### src/rtl/miriscv_pkg.sv
// Shared MiriSCV definitions: datapath width and memory-request source encoding.
package miriscv_pkg;

  localparam int XLEN = 32;

  typedef enum logic {
    SRC_INSTR = 1'b0,
    SRC_DATA  = 1'b1
  } src_e;

endpackage

### src/rtl/miriscv_arb_tag_fifo.sv
// In-order tag FIFO recording which port owns each outstanding memory transaction,
// with a per-entry discard bit so flushed fetch responses can be swallowed.
module miriscv_arb_tag_fifo
  import miriscv_pkg::*;
#(
  parameter int DEPTH = 2,
  parameter int CNT_W = $clog2(DEPTH + 1)
) (
  input  logic             clk_i,
  input  logic             arstn_i,
  input  logic             push,
  input  logic             push_src,
  input  logic             pop,
  input  logic             flush_mark,
  output logic             head_src,
  output logic             head_discard,
  output logic             full,
  output logic             empty,
  output logic [CNT_W-1:0] count
);

  localparam int PTR_W = (DEPTH > 1) ? $clog2(DEPTH) : 1;

  logic [PTR_W-1:0] wr_ptr;
  logic [PTR_W-1:0] rd_ptr;
  logic [DEPTH-1:0] valid_q;
  logic [DEPTH-1:0] src_q;
  logic [DEPTH-1:0] discard_q;
  logic             do_push;
  logic             do_pop;

  function automatic logic [PTR_W-1:0] ptr_inc(input logic [PTR_W-1:0] ptr);
    return (ptr == PTR_W'(DEPTH - 1)) ? '0 : ptr + 1'b1;
  endfunction

  assign full         = (count == CNT_W'(DEPTH));
  assign empty        = (count == '0);
  assign do_push      = push & ~full;
  assign do_pop       = pop & ~empty;
  assign head_src     = src_q[rd_ptr];
  assign head_discard = discard_q[rd_ptr];

  always_ff @(posedge clk_i or negedge arstn_i) begin
    if (!arstn_i) begin
      wr_ptr    <= '0;
      rd_ptr    <= '0;
      count     <= '0;
      valid_q   <= '0;
      src_q     <= '0;
      discard_q <= '0;
    end else begin
      if (do_push) wr_ptr <= ptr_inc(wr_ptr);
      if (do_pop)  rd_ptr <= ptr_inc(rd_ptr);
      case ({do_push, do_pop})
        2'b10:   count <= count + 1'b1;
        2'b01:   count <= count - 1'b1;
        default: count <= count;
      endcase
      // A fresh push never lands on the slot being popped: no push while full.
      for (int i = 0; i < DEPTH; i++) begin
        if (do_push && wr_ptr == PTR_W'(i)) begin
          valid_q[i]   <= 1'b1;
          src_q[i]     <= push_src;
          discard_q[i] <= flush_mark && (push_src == SRC_INSTR);
        end else begin
          if (do_pop && rd_ptr == PTR_W'(i)) valid_q[i] <= 1'b0;
          if (flush_mark && valid_q[i] && src_q[i] == SRC_INSTR) discard_q[i] <= 1'b1;
        end
      end
    end
  end

endmodule

### src/rtl/miriscv_mem_arbiter.sv
// Round-robin arbiter sharing one memory port between the fetch and LSU ports,
// routing in-order responses back via the tag FIFO.
module miriscv_mem_arbiter
  import miriscv_pkg::*;
#(
  parameter int XLEN      = miriscv_pkg::XLEN,
  parameter int MAX_OUTST = 2
) (
  input  logic            clk_i,
  input  logic            arstn_i,
  input  logic            instr_req_i,
  input  logic [XLEN-1:0] instr_addr_i,
  output logic            instr_gnt_o,
  output logic            instr_rvalid_o,
  output logic [XLEN-1:0] instr_rdata_o,
  input  logic            instr_flush_i,
  input  logic            data_req_i,
  input  logic            data_we_i,
  input  logic [3:0]      data_be_i,
  input  logic [XLEN-1:0] data_addr_i,
  input  logic [XLEN-1:0] data_wdata_i,
  output logic            data_gnt_o,
  output logic            data_rvalid_o,
  output logic [XLEN-1:0] data_rdata_o,
  output logic            mem_req_o,
  output logic            mem_we_o,
  output logic [3:0]      mem_be_o,
  output logic [XLEN-1:0] mem_addr_o,
  output logic [XLEN-1:0] mem_wdata_o,
  input  logic            mem_gnt_i,
  input  logic            mem_rvalid_i,
  input  logic [XLEN-1:0] mem_rdata_i,
  output logic            resp_err_o
);

  localparam int CNT_W = $clog2(MAX_OUTST + 1);

  src_e             sel;
  src_e             last_q;
  logic             accept;
  logic             pop;
  logic             full;
  logic             empty;
  logic             head_src;
  logic             head_discard;
  logic [CNT_W-1:0] count;

  // On contention the source that did not win last time gets the port.
  always_comb begin
    sel = SRC_INSTR;
    if (instr_req_i && data_req_i) sel = (last_q == SRC_INSTR) ? SRC_DATA : SRC_INSTR;
    else if (data_req_i)           sel = SRC_DATA;
  end

  assign mem_req_o   = (instr_req_i | data_req_i) & ~full;
  assign accept      = mem_req_o & mem_gnt_i;
  assign instr_gnt_o = accept & (sel == SRC_INSTR);
  assign data_gnt_o  = accept & (sel == SRC_DATA);

  always_comb begin
    mem_we_o    = 1'b0;
    mem_be_o    = 4'hF;
    mem_addr_o  = instr_addr_i;
    mem_wdata_o = '0;
    if (sel == SRC_DATA) begin
      mem_we_o    = data_we_i;
      mem_be_o    = data_be_i;
      mem_addr_o  = data_addr_i;
      mem_wdata_o = data_wdata_i;
    end
  end

  always_ff @(posedge clk_i or negedge arstn_i) begin
    if (!arstn_i)    last_q <= SRC_INSTR;
    else if (accept) last_q <= sel;
  end

  miriscv_arb_tag_fifo #(
    .DEPTH (MAX_OUTST),
    .CNT_W (CNT_W)
  ) u_tag_fifo (
    .clk_i        (clk_i),
    .arstn_i      (arstn_i),
    .push         (accept),
    .push_src     (sel),
    .pop          (pop),
    .flush_mark   (instr_flush_i),
    .head_src     (head_src),
    .head_discard (head_discard),
    .full         (full),
    .empty        (empty),
    .count        (count)
  );

  assign pop            = mem_rvalid_i & ~empty;
  assign data_rvalid_o  = pop & (head_src == SRC_DATA);
  assign instr_rvalid_o = pop & (head_src == SRC_INSTR) & ~head_discard;
  assign instr_rdata_o  = mem_rdata_i;
  assign data_rdata_o   = mem_rdata_i;
  // A response with nothing outstanding is unattributable; flag it instead of routing.
  assign resp_err_o     = mem_rvalid_i & (count == '0);

endmodule

### config.mk
export PLATFORM = sky130hd
export DESIGN_NAME = miriscv_mem_arbiter
export DESIGN_NICKNAME = d
export VERILOG_FILES = /design/src/rtl/miriscv_pkg.sv /design/src/rtl/miriscv_arb_tag_fifo.sv /design/src/rtl/miriscv_mem_arbiter.sv
export SDC_FILE = /design/constraint.sdc
export NUM_CORES = 1
export LEC_CHECK = 0
export ABC_AREA = 1
export BUFFER_PORTS_ARGS = -buffer_cell sky130_fd_sc_hd__buf_2
export CAP_MARGIN = 10
export CORE_AREA = 2 2 107 109
export CTS_BUF_LIST = sky130_fd_sc_hd__clkbuf_4
export CTS_CLUSTER_DIAMETER = 150
export CTS_CLUSTER_SIZE = 12
export DETAILED_ROUTE_END_ITERATION = 6
export DIE_AREA = 0 0 109 111
export GPL_TIMING_DRIVEN = 0
export MAX_ROUTING_LAYER = met4
export PLACE_DENSITY = 0.62
export RECOVER_POWER = 50
export SYNTH_ARGS = -nofsm -noshare
export SYNTH_HDL_FRONTEND = slang
export SYNTH_SLANG_ARGS = --single-unit
### constraint.sdc
create_clock -name clk_i -period 3.6 [get_ports clk_i]
set_input_delay 0.36 -clock clk_i [delete_from_list [all_inputs] [get_ports clk_i]]
set_output_delay 0.36 -clock clk_i [all_outputs]
set_load 0.1 [all_outputs]
==> out/summary.txt <==
cell taking the most area after synthesis: buf_4
Remaining DRCs: 0
fin crit share: 64.4%
worst-skew pair later-pin latency: 270 ps
total track usage: 12.2%
HPWL Detailed: 7.11 mm
final worst setup slack: 1280 ps
Power Density: 691 nW/um^2
syn avg cell area: 5.79 sq um
Unique masters post-synth: 26
GP Congestion: 0.777
Crit path required time: 3240 ps
Internal: 0.000560 W
Clock transition at path regs: 80 ps
cts repair resizes: 0
Area Growth Syn to Fin: 72.8%
Tmin final: 2320 ps
Rows: 39
initial antenna violation count: 0
CTS tree: done
Initial Util: 16.6%
most common library cells after synthesis: nand2_1, buf_4, inv_1
hold crit path type: input pin to register
Worst Setup Slack post-DPL: 1440 ps
antenna fix cells: 0
Reg power frac: 10.6%
CP startpoint kind: register
max-cap viol count: 0
Num CTS Buffers: 3
hold depth: 3
register area share after synthesis: 14.9%
register area: 275 sq um
Slew Viols, Final: 0
fin util: 28.7%
largest net degree at the start of global routing: 12
die area: 12100 sq um
Root Buffer: clkbuf_4
IO Port Bufs: 246
Post-synth top flop: dfrtp_1
postcts setup bufs: 0
Reg2Reg Depth: 6
clock group share of total power: 4.1%
vias in the first global route: 2208
H-tree levels: 1
Highest Clock Rate: 0.431 GHz
Yosys top cell area share: 26.5%
Ys Warns: 0
Die Y: 111 microns
sw power: 0.00164 W
critical path fanouts, max: 10
Cells after Synth: 318
worst setup path category: register to primary output
Synth area leaders: buf_4, nand2_1, dfrtp_1
Sw Share: 74.5%
outcome: finished clean
Worst Tran Pin Value: 1190 ps
unrepaired setup endpoints after global routing: no
Post-Syn Area: 1840 sq um
skew final: 14.2 ps
multi-input logic area: 805 sq um
Worst EP arrival: 1960 ps
most common cell in the netlist: nand2_1
peak supply drop: 334 uV
crit end category: primary output
Setup violations, final: 0
core area: 11100 sq um
Max transition margin: 21.3%
grt total ovfl: 0
WL/cell: 11.4 microns
# fillers: 1315
share of layout cells above drive strength 1: 47.1%
setup TNS: 0 ps
Starting DRT DRC Count: 91
final hold violations: 0
total power: 0.00220 W
IO Count: 279
Final nets: 711
Async S/R FF share, synth: 100%
Yosys reg bits: 11
number of synthesized flops with an enable pin: 0
CTS Buffer Depth: 2
first-pass GRT wire length: 11.3 mm
Via density: 3.56
Pleak: 2.08 nW
Antenna Nets Post-Route: 0
Post-Syn Nets: 459
routed wire length: 8.08 mm
Die X: 109 microns
combinational share of power: 85.3%
clk sinks: 11
DR pass1 iterations: 4
DR vias: 2533
## flip-flops by register name, indices dropped and copies added, names as in the netlist
register              cells
u_tag_fifo.valid_q        2
last_q                    1
u_tag_fifo.src_q          2
u_tag_fifo.count          2
u_tag_fifo.wr_ptr         1
u_tag_fifo.rd_ptr         1
u_tag_fifo.discard_q      2
## final cells by class
class	count	area share, %
clock buffers	4	0.943
repair buffers	247	36.5
inverters	46	5.86
multi-input cells	187	25.3
well taps	143	5.62
plain buffers	74	17.1
flip-flops and latches	11	8.65
## cells in the final DEF, fill, tap and decap left out, types with 2 or more instances in the layout
| cell | count |
|---|---|
| buf_4 | 65 |
| nand3_1 | 7 |
| dfrtp_1 | 11 |
| nor2_1 | 37 |
| clkbuf_4 | 4 |
| o21ai_0 | 4 |
| nand4_1 | 2 |
| buf_6 | 2 |
| inv_2 | 2 |
| nand2_1 | 122 |
| or2_1 | 4 |
| clkbuf_1 | 63 |
| inv_1 | 42 |
| buf_2 | 190 |
| xnor2_1 | 2 |
## metal layers
layer  up-vias  share of wire, %  global-route usage, %
met3         2                12                   2.35
met1      1032                40                   15.0
met4         0             0.099                  0.769
li1       1360                 -                      -
met5         -                 0                      -
met2       139                48                   21.5
## cell families (layout without fill, tap and decap cells)
kind of cell               after synthesis  count (layout)  share of synthesized area, %
and+or+nand+nor                        177             177                          41.3
buffers and inverters                  120             371                          39.7
adders and majority gates                1               1                         0.679
DFF                                     11              11                          14.9
xor gates and xnor gates                 2               2                         0.951
AOI/OAI and AO/OA                        7               7                          2.38
## through the flow
step,hold WS [ps],cell area [sq um],instances
floorplan,64.4,1840,318
CTS,413,3290,712
detailed placement,242,3250,707
finish,457,3180,712
global route,475,3180,712
global placement,243,3250,707
## timing repair
item | in CTS | in global routing
endpoints found under the setup margin | 0 | 0
hold endpoints to repair | 11 | 0
hold buffers | 1 | 0
## worst max-delay path, stage by stage (launching register included)
cell and delay, ps:
dfrtp_1 400, nand2_1 100, nand2_2 140, inv_2 210, buf_4 250, nand2_1 100, nand2_1 60, buf_2 420
## path summary, 6_finish.rpt
kind | start | endpoint | slack, ps
setup / recovery | last_q | mem_addr_o[28] | 1280
hold / removal | mem_gnt_i | u_tag_fifo.valid_q[1] | 460
setup reg to reg | u_tag_fifo.count[1] | u_tag_fifo.count[1] | 1850
hold reg to reg | u_tag_fifo.valid_q[0] | u_tag_fifo.valid_q[0] | 470
max in group asynchronous | arstn_i | u_tag_fifo.discard_q[0] | 2610
min in group asynchronous | arstn_i | u_tag_fifo.src_q[0] | 590
## power groups by stage
stage | Sequential, W | Combinational [W] | Clock [W]
4_1_cts | 0.000240 | 0.00192 | 0.0000924
2_1_floorplan | 0.000231 | 0.00162 | 0
3_3_place_gp | 0.000242 | 0.00191 | 0
5_1_grt | 0.000244 | 0.00197 | 0.0000995
6_report | 0.000233 | 0.00187 | 0.0000902
3_5_place_dp | 0.000243 | 0.00191 | 0
Power figures use the tool's default switching activity.
